==> src/rtl/logic_op_pkg.sv <==
// Shared definitions for the bit-serial logic sequencer: logic-unit op codes
// and the controller state encoding.
package logic_op_pkg;

  localparam logic [2:0] OP_NOTA = 3'b000;
  localparam logic [2:0] OP_AND  = 3'b001;
  localparam logic [2:0] OP_NAND = 3'b010;
  localparam logic [2:0] OP_XOR  = 3'b011;
  localparam logic [2:0] OP_XNOR = 3'b100;
  localparam logic [2:0] OP_OR   = 3'b101;
  localparam logic [2:0] OP_NOR  = 3'b110;
  localparam logic [2:0] OP_NOTB = 3'b111;

  typedef enum logic [1:0] {
    IDLE  = 2'd0,
    SHIFT = 2'd1,
    DONE  = 2'd2
  } state_t;

endpackage

==> src/rtl/bit_serial_logic_sequencer_if.sv <==
// Command/response port of the bit-serial logic sequencer.
// The master issues commands and consumes results; the slave is the sequencer.
interface bit_serial_logic_sequencer_if #(
  parameter int WIDTH = 8
);
  logic             cmd_valid;
  logic             cmd_ready;
  logic [2:0]       cmd_op;
  logic [WIDTH-1:0] cmd_a;
  logic [WIDTH-1:0] cmd_b;
  logic             rsp_valid;
  logic             rsp_ready;
  logic [WIDTH-1:0] rsp_data;

  modport master (
    output cmd_valid, cmd_op, cmd_a, cmd_b, rsp_ready,
    input  cmd_ready, rsp_valid, rsp_data
  );

  modport slave (
    input  cmd_valid, cmd_op, cmd_a, cmd_b, rsp_ready,
    output cmd_ready, rsp_valid, rsp_data
  );
endinterface

==> src/rtl/bit_serial_logic_sequencer.sv <==
// Drives an external 1-bit logic unit one operand bit per cycle, LSB first,
// and assembles its output bits into a WIDTH-bit response word.
//
// state | meaning
// IDLE  | ready for a command; logic-unit inputs parked at 0
// SHIFT | presenting operand bits to the logic unit, capturing one result bit per edge
// DONE  | result word offered on the response port until taken
module bit_serial_logic_sequencer
  import logic_op_pkg::*;
#(
  parameter int WIDTH = 8
) (
  input  logic                          clk,
  input  logic                          rst_n,
  bit_serial_logic_sequencer_if.slave   bus,
  output logic                          lu_a,
  output logic                          lu_b,
  output logic [2:0]                    lu_sel,
  input  logic                          lu_s,
  output logic                          busy
);

  localparam int CW = $clog2(WIDTH + 1);

  state_t           state;
  logic [WIDTH-1:0] a_q;
  logic [WIDTH-1:0] b_q;
  logic [WIDTH-1:0] result;
  logic [CW-1:0]    count;
  logic             cmd_ready_q;
  logic             rsp_valid_q;

  assign bus.cmd_ready = cmd_ready_q;
  assign bus.rsp_valid = rsp_valid_q;
  assign bus.rsp_data  = result;

  // a_q/b_q hold the bits not yet presented; lu_a/lu_b hold the bit on the wire now.
  always_ff @(posedge clk or negedge rst_n) begin
    if (!rst_n) begin
      state       <= IDLE;
      a_q         <= '0;
      b_q         <= '0;
      result      <= '0;
      count       <= '0;
      cmd_ready_q <= 1'b1;
      rsp_valid_q <= 1'b0;
      busy        <= 1'b0;
      lu_a        <= 1'b0;
      lu_b        <= 1'b0;
      lu_sel      <= OP_NOTA;
    end else begin
      case (state)
        IDLE: begin
          if (bus.cmd_valid && cmd_ready_q) begin
            a_q         <= bus.cmd_a >> 1;
            b_q         <= bus.cmd_b >> 1;
            lu_a        <= bus.cmd_a[0];
            lu_b        <= bus.cmd_b[0];
            lu_sel      <= bus.cmd_op;
            count       <= '0;
            cmd_ready_q <= 1'b0;
            busy        <= 1'b1;
            state       <= SHIFT;
          end
        end
        SHIFT: begin
          result <= {lu_s, result[WIDTH-1:1]};
          a_q    <= a_q >> 1;
          b_q    <= b_q >> 1;
          count  <= count + CW'(1);
          if (count == CW'(WIDTH - 1)) begin
            lu_a        <= 1'b0;
            lu_b        <= 1'b0;
            lu_sel      <= OP_NOTA;
            rsp_valid_q <= 1'b1;
            state       <= DONE;
          end else begin
            lu_a <= a_q[0];
            lu_b <= b_q[0];
          end
        end
        DONE: begin
          // Returning through IDLE keeps a new accept out of the handshake cycle.
          if (rsp_valid_q && bus.rsp_ready) begin
            rsp_valid_q <= 1'b0;
            busy        <= 1'b0;
            cmd_ready_q <= 1'b1;
            state       <= IDLE;
          end
        end
        default: state <= IDLE;
      endcase
    end
  end

endmodule
==> src/flat_wrapper.sv <==
// flat-port wrapper written by rule: the top's interface ports become plain ports
module bit_serial_logic_sequencer_flat import logic_op_pkg::*;
#(
  parameter int WIDTH = 8
)
  (clk, rst_n, lu_a, lu_b, lu_sel, lu_s, busy, bus_cmd_valid, bus_cmd_op, bus_cmd_a, bus_cmd_b, bus_rsp_ready, bus_cmd_ready, bus_rsp_valid, bus_rsp_data);
  bit_serial_logic_sequencer_if #(.WIDTH(WIDTH)) bus_i ();
  input  logic clk;
  input  logic rst_n;
  output logic lu_a;
  output logic lu_b;
  output logic [2:0] lu_sel;
  input  logic lu_s;
  output logic busy;
  input wire logic [$bits(bus_i.cmd_valid)-1:0] bus_cmd_valid;
  input wire logic [$bits(bus_i.cmd_op)-1:0] bus_cmd_op;
  input wire logic [$bits(bus_i.cmd_a)-1:0] bus_cmd_a;
  input wire logic [$bits(bus_i.cmd_b)-1:0] bus_cmd_b;
  input wire logic [$bits(bus_i.rsp_ready)-1:0] bus_rsp_ready;
  output wire logic [$bits(bus_i.cmd_ready)-1:0] bus_cmd_ready;
  output wire logic [$bits(bus_i.rsp_valid)-1:0] bus_rsp_valid;
  output wire logic [$bits(bus_i.rsp_data)-1:0] bus_rsp_data;
  assign bus_i.cmd_valid = bus_cmd_valid;
  assign bus_i.cmd_op = bus_cmd_op;
  assign bus_i.cmd_a = bus_cmd_a;
  assign bus_i.cmd_b = bus_cmd_b;
  assign bus_i.rsp_ready = bus_rsp_ready;
  assign bus_cmd_ready = bus_i.cmd_ready;
  assign bus_rsp_valid = bus_i.rsp_valid;
  assign bus_rsp_data = bus_i.rsp_data;
  bit_serial_logic_sequencer #(.WIDTH(WIDTH)) u_core (.clk(clk), .rst_n(rst_n), .bus(bus_i), .lu_a(lu_a), .lu_b(lu_b), .lu_sel(lu_sel), .lu_s(lu_s), .busy(busy));
endmodule
==> config.mk <==
export PLATFORM = sky130hd
export DESIGN_NAME = bit_serial_logic_sequencer_flat
export DESIGN_NICKNAME = d
export VERILOG_FILES = /design/src/rtl/logic_op_pkg.sv /design/src/rtl/bit_serial_logic_sequencer_if.sv /design/src/rtl/bit_serial_logic_sequencer.sv /design/src/flat_wrapper.sv
export SDC_FILE = /design/constraint.sdc
export NUM_CORES = 1
export LEC_CHECK = 0
export ABC_AREA = 1
export BUFFER_PORTS_ARGS = -buffer_cell sky130_fd_sc_hd__buf_2
export CAP_MARGIN = 20
export CORE_MARGIN = 2
export CORE_UTILIZATION = 45
export CTS_CLUSTER_SIZE = 12
export DETAILED_ROUTE_END_ITERATION = 10
export GPL_TIMING_DRIVEN = 0
export PLACE_DENSITY = 0.72
export SYNTH_ARGS = -nofsm -noshare
export SYNTH_HDL_FRONTEND = slang
export SYNTH_SLANG_ARGS = --single-unit
==> constraint.sdc <==
create_clock -name clk -period 1.15 [get_ports clk]
set_input_delay 0.115 -clock clk [delete_from_list [all_inputs] [get_ports clk]]
set_output_delay 0.115 -clock clk [all_outputs]
set_load 0.05 [all_outputs]
---- Yosys cells after proc, flatten, opt, wreduce, memory -nomap -nowiden ----
Cells that the tools add are included.
storage, ports and cells
  register bits after elaboration ......... 38
  latch bits .............................. 0
  bits in writable memories ............... 0
  memory bits (read-only) ................. 0
  output and inout bits ................... 16
  memories kept ........................... 0
operators by class
  add/subtract/negate cells ............... 1
  multipliers ............................. 0
  divide/modulo/power cells ............... 0
  magnitude comparators ................... 0
  equal/unequal tests ..................... 6
  shifts and indexed selects .............. 0
  muxes and demuxes ....................... 27
  bitwise gates (word level) .............. 0
  reductions and logical operators ........ 11
operators by type and width
  kind                                                                      number
  8-bit case mux with 2 select lines                                        2
  8-bit two-way mux                                                         2
  3-bit AND reduction                                                       4
  1-bit case mux with 2 select lines                                        5
  1-bit two-way mux                                                         9
  4-bit case mux with 2 select lines                                        1
  2-bit two-way mux                                                         3
  3-bit two-way mux                                                         2
  2-bit by 1-bit inequality test with 1-bit output (second input constant)  3
  2-bit case mux with 3 select lines                                        1
  3-bit case mux with 2 select lines                                        1
  2-bit nonzero test                                                        3
  4-bit by 1-bit adder with 4-bit output (second input constant)            1
  4-bit by 3-bit equality test with 1-bit output (second input constant)    1
  4-bit two-way mux                                                         1
  2-bit by 1-bit equality test with 1-bit output (second input constant)    1
  2-bit equality test (second input constant)                               1
  1-bit logical AND                                                         2
  2-bit logical NOT                                                         1
  2-bit AND reduction                                                       1

---- Logic depth before layout (Yosys ltp) ----
  word-level depth ........................ 3
  mapped depth ............................ 8

---- Worst setup path before layout ----
OpenSTA, ideal clock, no wires.
  path type ............................... flip-flop to flip-flop
  from .................................... register u_core.cmd_ready_q, in the netlist u_core.bus.cmd_ready
  to ...................................... register u_core.lu_sel[0]
  setup time .............................. 119 ps
  arrival ................................. 1257 ps
  required time ........................... 1031 ps
  slack ................................... -226 ps
  stages on the path, launching flop included .. 9
  buffers on the path ..................... 1
  clock period less this slack ............ 1376 ps
  cell sequence ........................... dfstp_2 > nand2_1 > inv_1 > nand2_2 > nand2_4 > buf_6 > nand2_4 > nand2_1 > nand2_1
on the way
  longest elaborated chain between the ends .. 3
ends and longest elaborated chain
  element                                                            line                              text
  start, declared                                                    bit_serial_logic_sequencer.sv:30  logic cmd_ready_q;
  start signal, assigned                                             bit_serial_logic_sequencer.sv:45  cmd_ready_q <= 1'b1;
  start signal, assigned                                             bit_serial_logic_sequencer.sv:61  cmd_ready_q <= 1'b0;
  start signal, assigned                                             bit_serial_logic_sequencer.sv:87  cmd_ready_q <= 1'b1;
  1-bit logical AND                                                  bit_serial_logic_sequencer.sv:54  if (bus.cmd_valid && cmd_ready_q) begin
  2-bit by 1-bit inequality test with 1-bit output (no source line)  -
  3-bit AND reduction (no source line)                               -
  end signal, assigned                                               bit_serial_logic_sequencer.sv:59  lu_sel <= bus.cmd_op;
  end, declared                                                      bit_serial_logic_sequencer.sv:18  output logic [2:0] lu_sel,
No other way between the ends.
A chain may end at the register's enable or synchronous reset.

---- Worst setup path in the final report ----
  from .................................... register u_core.cmd_ready_q, in the netlist u_core.bus.cmd_ready
  to ...................................... register u_core.b_q[0]
on the way
  longest elaborated chain between the ends .. 3
ends and longest elaborated chain
  element                                                            line                              text
  1-bit logical AND                                                  bit_serial_logic_sequencer.sv:54
  2-bit by 1-bit inequality test with 1-bit output (no source line)  -
  2-bit AND reduction (no source line)                               -
  end signal, assigned                                               bit_serial_logic_sequencer.sv:56  b_q <= bus.cmd_b >> 1;
  end signal, assigned                                               bit_serial_logic_sequencer.sv:69  b_q <= b_q >> 1;
  end, declared                                                      bit_serial_logic_sequencer.sv:27  logic [WIDTH-1:0] b_q;
No other way between the ends.

==> results.md <==
- Peak supply drop: 0.793 mV
- Critical setup path kind: flip-flop to flip-flop
- Dpl cell area: 1930 µm²
- Fin Clk Skew: 0.00681 ns
- R2R Setup Slk: -0.06 ns
- CTS buffer count: 5
- Fin area: 2300 µm²
- Net Sw Power: 0.507 mW
- Gr ovfl total: 0
- First-pass GRT wire length: 5550 µm
- Worst-skew pair later-pin latency: 0.29 ns
- Ys Warns: 0
- Internal power: 1.95 mW
- Worst path bufs/invs: 3
- Seq pwr share: 51.5%
- Final setup fails: 19
- Worst Setup End Kind: flip-flop
- Synthesized flop and latch total: 36
- Comb power frac: 3.8%
- CP max FO: 6
- Sequential area share after synthesis: 54.2%
- I/O pins: 40
- Hold crit path type: input pin to flip-flop
- Vias in the first global route: 1256
- CTS Sinks: 36
- Final setup TNS: -0.719 ns
- Post-Layout Cell Count: 302
- Final hold slack: 0.0205 ns
- Final Hold Viols: 0
- Layout cells sized above 1: 42.5%
- Initial core utilization: 46.2%
- Cells after DPL: 281
- Clock-pin slew on the worst setup and hold paths: 0.08 ns
- Fmax achieved: 824 MHz
- Antenna cell count: 0
- # nets final: 278
- CTS tree: done
- Largest net degree at the start of global routing: 37
- Power Density: 1070 nW/µm²
- CP delay by family, top: flip-flops
- Adder-Cell Fraction of Synth Area: 0.751%
- Fillers: 318
- Core area: 3610 µm²
- RSZ-0062 raised after global routing: yes
- Share of Yosys cell area claimed by the top area cell type: 52.6%
- Die X: 64.8 µm
- Slew HR: 67.5%
- Num rows: 22
- Worst-margin pin slew: 0.487 ns
- Cell Chain, Critical Path: nand2_2 > inv_2 > nand2_4 > nand2_8 > buf_12 > inv_6 > nand2_2 > nand2_1
- Routed via count: 1421
- Multi-input logic area: 694 µm²
- WP data required: 1.33 ns
- Failing checks: negative setup slack
- Final worst slack: -0.0635 ns
- Vias/cell: 4.71
- Die height: 64.8 µm
- DRC violations left: 0
- Synth top cells by count: nand2_1 (73), dfrtp_1 (35), inv_1 (21)
- Cell mode on critical path: nand2_2
- Synth Net Count: 219
- Unique cell type count in the Yosys netlist: 21
- PortBufs: 39
- Synth Area in Compound Gates: 11.3%
- Max_cap viols: 0
- Initial antenna violation count: 0
- Status: finished with violations
- Crit-path max cell delay: 0.54 ns
- Post-synthesis mux area share: 0%
- # H-tree levels: 2
- Post-synth ARST share: 100%
- Post-synth EDFFs: 0
- Reg area: 906 µm²
- GPL Wtd Cong: 0.737
- Period utilization: 106%
- CTS Root Cell: clkbuf_8
- Crit-path slowest cell: dfstp_2
- Synthesized area: 1670 µm²
- Mapped Cells: 194
- Startpoint types: flip-flop
- Synth area leader: dfrtp_1
- 1st-iter DRT viols: 62
- Gr usage total: 17.4%
- Area growth from synthesis to layout: 38.4%
- Pre-antenna DRT Iters: 4
- Post-synthesis simple-gate area fraction: 24.0%
- CP Data Arrival Time: 1.40 ns
- Final min period: 1.21 ns
- Clk pwr share: 44.7%
- Antenna viol nets, final: 0
- Area contributors post-synth: dfrtp_1 (53%), nand2_1 (16%), o21ai_0 (6.0%)
- Clock Tree Buf Depth: 2
- Wire per inst: 11.9 µm
- Largest family of logic cells by synthesized area: simple AND/OR/NAND/NOR gates
- Most common cell in the netlist: nand2_1
- Top FF cell, synth: dfrtp_1
- Static leakage: 1.19 nW
- Switching Share: 20.6%
- Synthesized area per cell: 8.58 µm²
- Die Area: 4200 µm²
- Max Slew Vio Count: 0
- Final core utilization: 63.9%
- Post-Synth XOR/XNOR Area: 0%
- WL final: 3600 µm
- Post-DP HPWL: 2270 µm
cells in the final DEF (no fill, tap or decap):
cell / instances
a21oi_2: 1
buf_12: 1
buf_16: 1
buf_2: 37
buf_4: 10
buf_6: 5
buf_8: 2
bufinv_16: 1
clkbuf_16: 1
clkbuf_4: 1
clkbuf_8: 5
clkinv_2: 1
clkinvlp_4: 1
dfrtp_1: 32
dfrtp_2: 3
dfstp_2: 1
dlygate4sd3_1: 1
ha_2: 1
inv_1: 19
inv_2: 2
inv_6: 2
nand2_1: 58
nand2_2: 12
nand2_4: 6
nand2_8: 1
nand3_1: 7
nand4_1: 2
nor2_1: 3
nor2_2: 1
nor2_4: 1
nor3_1: 1
o21ai_0: 13
o21ai_1: 10
o21ai_2: 10
or2_2: 1
state kept, by name, indices dropped and copies added, names as in the netlist:
register              flops
u_core.bus.rsp_data       8
u_core.a_q                7
u_core.b_q                7
u_core.count              4
u_core.lu_sel             3
u_core.state              2
u_core.bus.cmd_ready      1
u_core.bus.rsp_valid      1
u_core.busy               1
u_core.lu_a               1
u_core.lu_b               1
worst register-to-register path: stages, from the launching register on:
cell and delay [ns]:
dfstp_2 0.54, nand2_2 0.05, inv_2 0.06, nand2_4 0.06
nand2_8 0.11, buf_12 0.13, inv_6 0.05, nand2_2 0.06
nand2_1 0.05
final cells by class:
class                           count  area share (%)
Buffer                              7            3.80
Clock buffer                        5            2.99
Clock inverter                      3            1.85
Inverter                           23            4.18
Multi-Input combinational cell    128            30.1
Sequential cell                    36            39.3
Tap cell                           48            2.61
Timing Repair Buffer               52            15.1
power by group through the flow:
stage               sequential, mW  clock, mW  combinational, mW
CTS                           1.27       1.12             0.0897
floorplan                     1.29          0             0.0216
detailed placement            1.29          0             0.0873
finish                        1.27       1.10             0.0943
global route                  1.26       1.16              0.108
global placement              1.29          0             0.0869
routing by layer:
metal / global-route usage [%] / wire length [µm] / vias to the layer above
met3: 4.69 / 156 / 2
met4: 5.59 / 7 / 0
li1: - / - / 721
met2: 27.4 / 1780 / 32
met5: 0 / 0 / -
met1: 23.2 / 1660 / 666
worst paths after layout:
path                                                     from                            endpoint  cells past startpoint
hold reg to reg            u_core.bus.rsp_data[0]$_DFFE_PN0P_  u_core.bus.rsp_data[0]$_DFFE_PN0P_                      2
setup reg to reg             u_core.bus.cmd_ready$_DFFE_PN1P_           u_core.b_q[0]$_DFFE_PN0P_                      8
setup / recovery             u_core.bus.cmd_ready$_DFFE_PN1P_           u_core.b_q[0]$_DFFE_PN0P_                      8
hold / removal                                  bus_cmd_op[1]        u_core.lu_sel[1]$_DFFE_PN0P_                      3
min in group asynchronous                               rst_n           u_core.a_q[5]$_DFFE_PN0P_                      2
max in group asynchronous                               rst_n    u_core.bus.rsp_valid$_DFFE_PN0P_                      2
per-stage QoR:
step | worst slack (ns) | power (mW)
CTS | -0.101 | 2.47
global route | -0.129 | 2.54
detailed placement | -0.0939 | 1.38
finish | -0.0635 | 2.46
floorplan | -0.219 | 1.31
global placement | -0.0664 | 1.38
kinds of logic (layout without fill, tap and decap cells):
logic type | count (synthesis) | in the layout
adders and majority gates | 1 | 1
buffers and inverters | 30 | 90
AOI/OAI and AO/OA | 34 | 34
and+or+nand+nor | 93 | 93
DFF | 36 | 36
repair_timing:
action                                  4_1_cts  5_1_grt
endpoints found under the setup margin       25       34
gates cloned                                  1        1
endpoints found under the hold margin        35        0
gates resized for setup                       4       44
pin swaps                                     0        6
setup buffers                                 3        7
hold buffers                                  1        0
Note: power is estimated with default switching activity, not from simulation.
